===== src/rtl/stop_it_rounds.sv =====
// stop_it_rounds: multi-round stop-it game controller.
// A round latches a random target, shows it, then counts the game count
// down once per tick until the player presses stop. A hit shifts a one
// into the LED score bar. A miss costs a life. A full score bar means WON
// and no lives left means LOST; both terminal states reset the score and
// the lives.
// Optional build macro STOP_IT_ROUNDS_TOLERANCE_EN: a stop also counts as
// a hit when the count is one above or one below the target (modulo 2^CNT_W).
// Display outputs (digits_o, digit_en_o, leds_o) are registered from the
// next-state values, so they follow state_o with no extra cycle of lag.
module stop_it_rounds #(
  parameter int CNT_W       = 5,
  parameter int NUM_DIGITS  = 4,
  parameter int SCORE_W     = 16,
  parameter int LIVES       = 3,
  parameter int SHOW_TICKS  = 8,
  parameter int FLASH_TICKS = 16
) (
  input  logic                    clk_i,
  input  logic                    rst_i,
  input  logic                    tick_i,
  input  logic                    go_i,
  input  logic                    stop_i,
  input  logic                    load_i,
  input  logic [CNT_W-1:0]        rand_i,
  input  logic [SCORE_W-1:0]      switches_i,
  output logic [SCORE_W-1:0]      leds_o,
  output logic [4*NUM_DIGITS-1:0] digits_o,
  output logic [NUM_DIGITS-1:0]   digit_en_o,
  output logic [2:0]              lives_o,
  output logic [2:0]              state_o
);

  localparam int MAXT = (SHOW_TICKS > FLASH_TICKS) ? SHOW_TICKS : FLASH_TICKS;
  localparam int TW   = $clog2(MAXT + 1);
  localparam int HD   = NUM_DIGITS / 2;
  localparam int HB   = 2 * NUM_DIGITS;

  localparam logic [TW-1:0] SHOW_END  = TW'(SHOW_TICKS - 1);
  localparam logic [TW-1:0] FLASH_END = TW'(FLASH_TICKS - 1);
  localparam logic [2:0]    LIVES_INIT = 3'(LIVES);

  localparam logic [NUM_DIGITS-1:0] EN_ALL = {NUM_DIGITS{1'b1}};
  localparam logic [NUM_DIGITS-1:0] EN_LO  = {{HD{1'b0}}, {HD{1'b1}}};
  localparam logic [NUM_DIGITS-1:0] EN_HI  = {{HD{1'b1}}, {HD{1'b0}}};

  typedef enum logic [2:0] {
    S_IDLE    = 3'd0,
    S_SHOW    = 3'd1,
    S_RUN     = 3'd2,
    S_CORRECT = 3'd3,
    S_WRONG   = 3'd4,
    S_WON     = 3'd5,
    S_LOST    = 3'd6
  } state_e;

  state_e                  state_q, state_d;
  logic [TW-1:0]           timer_q, timer_d;
  logic [CNT_W-1:0]        count_q, count_d;
  logic [CNT_W-1:0]        target_q, target_d;
  logic [SCORE_W-1:0]      score_q, score_d;
  logic [2:0]              lives_q, lives_d;
  logic [SCORE_W-1:0]      leds_q, leds_d;
  logic [4*NUM_DIGITS-1:0] digits_q, digits_d;
  logic [NUM_DIGITS-1:0]   digit_en_q, digit_en_d;

  logic hit;
  logic show_end;
  logic flash_end;

  assign show_end  = tick_i && (timer_q == SHOW_END);
  assign flash_end = tick_i && (timer_q == FLASH_END);

`ifdef STOP_IT_ROUNDS_TOLERANCE_EN
  logic [CNT_W-1:0] target_p1;
  logic [CNT_W-1:0] target_m1;
  assign target_p1 = target_q + CNT_W'(1);
  assign target_m1 = target_q - CNT_W'(1);
  // Hit window: target-1 .. target+1, wrapping modulo 2^CNT_W
  assign hit = (count_q == target_q) || (count_q == target_p1) || (count_q == target_m1);
`else
  assign hit = (count_q == target_q);
`endif

  // Next-state logic: FSM transitions and game datapath updates
  always_comb begin
    state_d  = state_q;
    count_d  = count_q;
    target_d = target_q;
    score_d  = score_q;
    lives_d  = lives_q;
    case (state_q)
      S_IDLE: begin
        // stop outranks load, load outranks go; stop itself does nothing here
        if (stop_i) begin
          state_d = S_IDLE;
        end else if (load_i) begin
          score_d = switches_i;
        end else if (go_i) begin
          target_d = rand_i;
          state_d  = S_SHOW;
        end
      end
      S_SHOW: begin
        if (show_end) state_d = S_RUN;
      end
      S_RUN: begin
        // stop wins over a coincident tick: the pre-decrement count is judged
        if (stop_i) begin
          if (hit) begin
            state_d = S_CORRECT;
            score_d = {score_q[SCORE_W-2:0], 1'b1};
          end else begin
            state_d = S_WRONG;
            lives_d = (lives_q == 3'd0) ? 3'd0 : lives_q - 3'd1;
          end
        end else if (tick_i) begin
          count_d = count_q - CNT_W'(1);
        end
      end
      S_CORRECT: begin
        if (flash_end) state_d = (&score_q) ? S_WON : S_IDLE;
      end
      S_WRONG: begin
        if (flash_end) state_d = (lives_q == 3'd0) ? S_LOST : S_IDLE;
      end
      S_WON, S_LOST: begin
        if (flash_end) begin
          state_d = S_IDLE;
          score_d = '0;
          lives_d = LIVES_INIT;
        end
      end
      default: state_d = S_IDLE;
    endcase
    // Phase timer restarts on every state entry
    if (state_d != state_q) begin
      timer_d = '0;
    end else if (tick_i) begin
      timer_d = timer_q + TW'(1);
    end else begin
      timer_d = timer_q;
    end
  end

  // Display decode from next-state values
  always_comb begin
    digits_d   = {HB'(target_d), HB'(count_d)};
    digit_en_d = '0;
    leds_d     = score_d;
    case (state_d)
      S_IDLE:    digit_en_d = EN_LO;
      S_SHOW:    digit_en_d = EN_ALL;
      S_RUN:     digit_en_d = EN_ALL;
      S_CORRECT: digit_en_d = timer_d[0] ? EN_ALL : '0;
      S_WRONG:   digit_en_d = timer_d[0] ? EN_LO : EN_HI;
      S_WON: begin
        digit_en_d = timer_d[0] ? EN_ALL : '0;
        leds_d     = timer_d[0] ? {SCORE_W{1'b1}} : '0;
      end
      S_LOST:    digit_en_d = timer_d[0] ? EN_HI : '0;
      default:   digit_en_d = '0;
    endcase
  end

  // State and output registers with synchronous reset
  always_ff @(posedge clk_i) begin
    if (rst_i) begin
      state_q    <= S_IDLE;
      timer_q    <= '0;
      count_q    <= {CNT_W{1'b1}};
      target_q   <= '0;
      score_q    <= '0;
      lives_q    <= LIVES_INIT;
      leds_q     <= '0;
      digits_q   <= '0;
      digit_en_q <= '0;
    end else begin
      state_q    <= state_d;
      timer_q    <= timer_d;
      count_q    <= count_d;
      target_q   <= target_d;
      score_q    <= score_d;
      lives_q    <= lives_d;
      leds_q     <= leds_d;
      digits_q   <= digits_d;
      digit_en_q <= digit_en_d;
    end
  end

  assign leds_o     = leds_q;
  assign digits_o   = digits_q;
  assign digit_en_o = digit_en_q;
  assign lives_o    = lives_q;
  assign state_o    = state_q;

endmodule


===== config.mk =====
export PLATFORM = sky130hd
export DESIGN_NAME = stop_it_rounds
export DESIGN_NICKNAME = d
export VERILOG_FILES = /design/src/rtl/stop_it_rounds.sv
export SDC_FILE = /design/constraint.sdc
export NUM_CORES = 1
export LEC_CHECK = 0
export ABC_AREA = 1
export CELL_PAD_IN_SITES_DETAIL_PLACEMENT = 0
export CELL_PAD_IN_SITES_GLOBAL_PLACEMENT = 1
export CORE_ASPECT_RATIO = 1.25
export CORE_MARGIN = 3
export CORE_UTILIZATION = 38
export CTS_CLUSTER_SIZE = 40
export DETAILED_ROUTE_END_ITERATION = 8
export PLACE_DENSITY = 0.88
export SYNTH_ARGS = -nofsm -noshare
export SYNTH_HDL_FRONTEND = slang
export SYNTH_SLANG_ARGS = --single-unit

===== constraint.sdc =====
create_clock -name clk_i -period 5.1 [get_ports clk_i]
set_input_delay 0.51 -clock clk_i [delete_from_list [all_inputs] [get_ports clk_i]]
set_output_delay 0.51 -clock clk_i [all_outputs]
set_load 0.02 [all_outputs]

==> impl_metrics.env <==
export IMPL_grt_pass1_vias=2771
export IMPL_io_buffers=62
export IMPL_clock_latency_ns=0.33
export IMPL_syn_area_sq_mm=0.00303
export IMPL_wirelength_um=7340
export IMPL_vias=2768
export IMPL_synth_seq_cells=60
export IMPL_antenna_found_initial=0
export IMPL_synthCells=424
export IMPL_core_area_sq_mm=0.00758
export IMPL_yosysMostFrequentCell="nand2_1"
export IMPL_cts_setup_buffers=0
export IMPL_status="finished, final reports clean"
export IMPL_path_cells="inv_1 -> nor2_2 -> nand2_1 -> nand2_1 -> nand2_1 -> nand2_2 -> nand3_4 -> nor2_4 -> nand2_4 -> nand2_1"
export IMPL_p_leak_uw=0.00165
export IMPL_finalNonFillerCells=577
export IMPL_cp_max_fo=20
export IMPL_setup_viol=0
export IMPL_route_detailed_drc=0
export IMPL_finalCritPeriodShare_pct=53.2
export IMPL_post_route_min_period_ns=2.71
export IMPL_ys_warn_count=0
export IMPL_drv_slew=0
export IMPL_required_ns=5.37
export IMPL_finalClockSkew_ns=0.00753
export IMPL_clk_pin_slew_ns=0.06
export IMPL_post_cts_resize_count=0
export IMPL_r2r_setup_slack_ns=2.39
export IMPL_grt_max_degree=28
export IMPL_cpPeakStageDelay_ns=0.75
export IMPL_layout_drive_gt1_share_pct=12.8
export IMPL_diodes=0
export IMPL_rows=35
export IMPL_fp_dieW_um=85.9
export IMPL_power_uw=1050
export IMPL_yosysSeqAreaShare_pct=39.6
export IMPL_netlist_top_cells_count="nand2_1, dfxtp_1, nor2_1"
export IMPL_grt_use_total_pct=17.6
export IMPL_avgSynthCellArea_sq_um=7.15
export IMPL_place_gp_congestion=0.933
export IMPL_clock_fmax_mhz=369
export IMPL_synth_top_area_share_pct=39.6
export IMPL_crit_type="flop to flop"
export IMPL_grt_pass1_wl_um=12800
export IMPL_p_per_area_mw_per_mm2=274
export IMPL_synth_area_leaders="dfxtp_1, nand2_1, nor2_1"
export IMPL_via_per_inst=4.80
export IMPL_cp_slowest_cell="nor2_2"
export IMPL_die_area_sq_mm=0.00909
export IMPL_detail_route_antenna_nets=0
export IMPL_ys_types=35
export IMPL_hp_class="flop to flop"
export IMPL_drt_iter0_drc=147
export IMPL_synth_top_flop_cell="dfxtp_1"
export IMPL_maxCapViolCount=0
export IMPL_die_h_um=106
export IMPL_yosysTopAreaCell="dfxtp_1"
export IMPL_tightestPinTransition_ns=1.07
export IMPL_cts_tree="built"
export IMPL_peakVddDrop_uv=158
export IMPL_worstSetupEndpointType="flop"
export IMPL_final_nets=511
export IMPL_setup_tns_final_ns=0
export IMPL_root_buffer="clkbuf_8"
export IMPL_clkSinkCount=60
export IMPL_arrival_ns=2.98
export IMPL_worst_setup_path_start_kind="flop"
export IMPL_relSlewSlack_pct=28.2
export IMPL_numCtsBuffers=9
export IMPL_hpwl_um=5550
export IMPL_cts_buffer_depth=2
export IMPL_post_drt_wl_per_cell_um=12.7
export IMPL_grt_ovfl_total=0
export IMPL_rsz0062_at_grt="false"
export IMPL_start_util_pct=40.0
export IMPL_ios=69
export IMPL_syn_to_final_growth_pct=26.3
export IMPL_hold_violations=0
export IMPL_cp_common_cell="nand2_1"
export IMPL_dr_pass1_iters=4
export IMPL_synth_edf_count=0
export IMPL_htree_levels=3
export IMPL_async_flop_share_pct=0
export IMPL_cts_hold_buf=0
export IMPL_placed_cells_incl_taps=562
[layout make-up]
class	count	area, sq um
Clock buffer	13	149
Clock inverter	2	35.0
Fill cell	782	3750
Inverter	43	161
Multi-Input combinational cell	304	1540
Sequential cell	60	1200
Tap cell	92	115
Timing Repair Buffer	63	628
[sequential cells by signal, summed over array words and instances (netlist names)]
register and count:
leds_o 16, score_q 16, digit_en_o 2, lives_o 3, state_o 3, digits_o 5, target_q 5, timer_q 5
count_q 5
[layer usage]
| metal | vias to the layer above | wire length (um) | GRT usage [%] |
|---|---|---|---|
| met4 | 0 | 197 | 7.47 |
| met5 | - | 0 | 0 |
| met3 | 15 | 357 | 4.30 |
| met2 | 63 | 3490 | 29.3 |
| met1 | 1229 | 3290 | 21.2 |
| li1 | 1461 | - | - |
[critical path: cells and delay by family, from the launching register on]
family	cells	cell delay, ns
flip-flops	1	0.50
AND/OR/NAND/NOR	9	1.97
buffers and inverters	1	0.17
[kinds of logic after synthesis]
group | share of synthesized area, %
AO/OA/AOI/OAI | 9.99
XOR/XNOR | 1.73
adder cells (fa/ha/maj) | 1.24
buffers and inverters | 10.2
flip-flops | 39.6
other | 0.124
AND/OR/NAND/NOR | 37.0
[final timing paths]
| path | to | from | depth (start not counted) |
|---|---|---|---|
| max | leds_o[0] | state_o[1] | 10 |
| min | timer_q[1] | timer_q[1] | 2 |
| min reg2reg | timer_q[1] | timer_q[1] | 2 |
| max reg2reg | leds_o[0] | state_o[1] | 10 |
[per-stage QoR]
stage	worst slack, ns	utilization (%)	hold slack [ns]	area, sq um
CTS	2.36	50.5	0.497	3830
floorplan	2.97	-	0.456	3050
detailed placement	2.15	48.1	0.478	3640
global route	2.12	50.5	0.524	3830
global placement	2.22	48.1	0.477	3640
finish	2.39	50.5	0.494	3830
[where the power goes]
group | leakage, uW | switching (uW) | internal [uW]
registers | 0.000491 | 13.4 | 489
logic | 0.00107 | 73.3 | 61.2
clock network | 0.0000935 | 174 | 236
[placed cells by master, fill, tap and decap left out, types with 2 or more instances in the layout]
cell / netlist / routed
nand2_1: 126 / 126
nor2_4: 2 / 2
nand3_4: 3 / 3
conb_1: 1 / 6
nor3_1: 4 / 4
clkbuf_1: 7 / 3
a21oi_1: 12 / 12
nor2_1: 37 / 37
o31ai_1: 2 / 2
nor2_2: 7 / 7
clkdlybuf4s50_1: 0 / 62
nand3_1: 24 / 24
inv_1: 32 / 32
a22oi_1: 2 / 2
clkbuf_8: 0 / 10
o211ai_1: 2 / 2
nand3_2: 3 / 3
nand4_1: 10 / 10
ha_1: 3 / 3
dfxtp_1: 60 / 60
nor3_2: 3 / 3
xor2_1: 5 / 5
nand2_2: 16 / 16
inv_2: 11 / 11
nand2_4: 2 / 2
o21ai_0: 15 / 15
a31oi_1: 13 / 13
(Power assumes the default switching activity.)
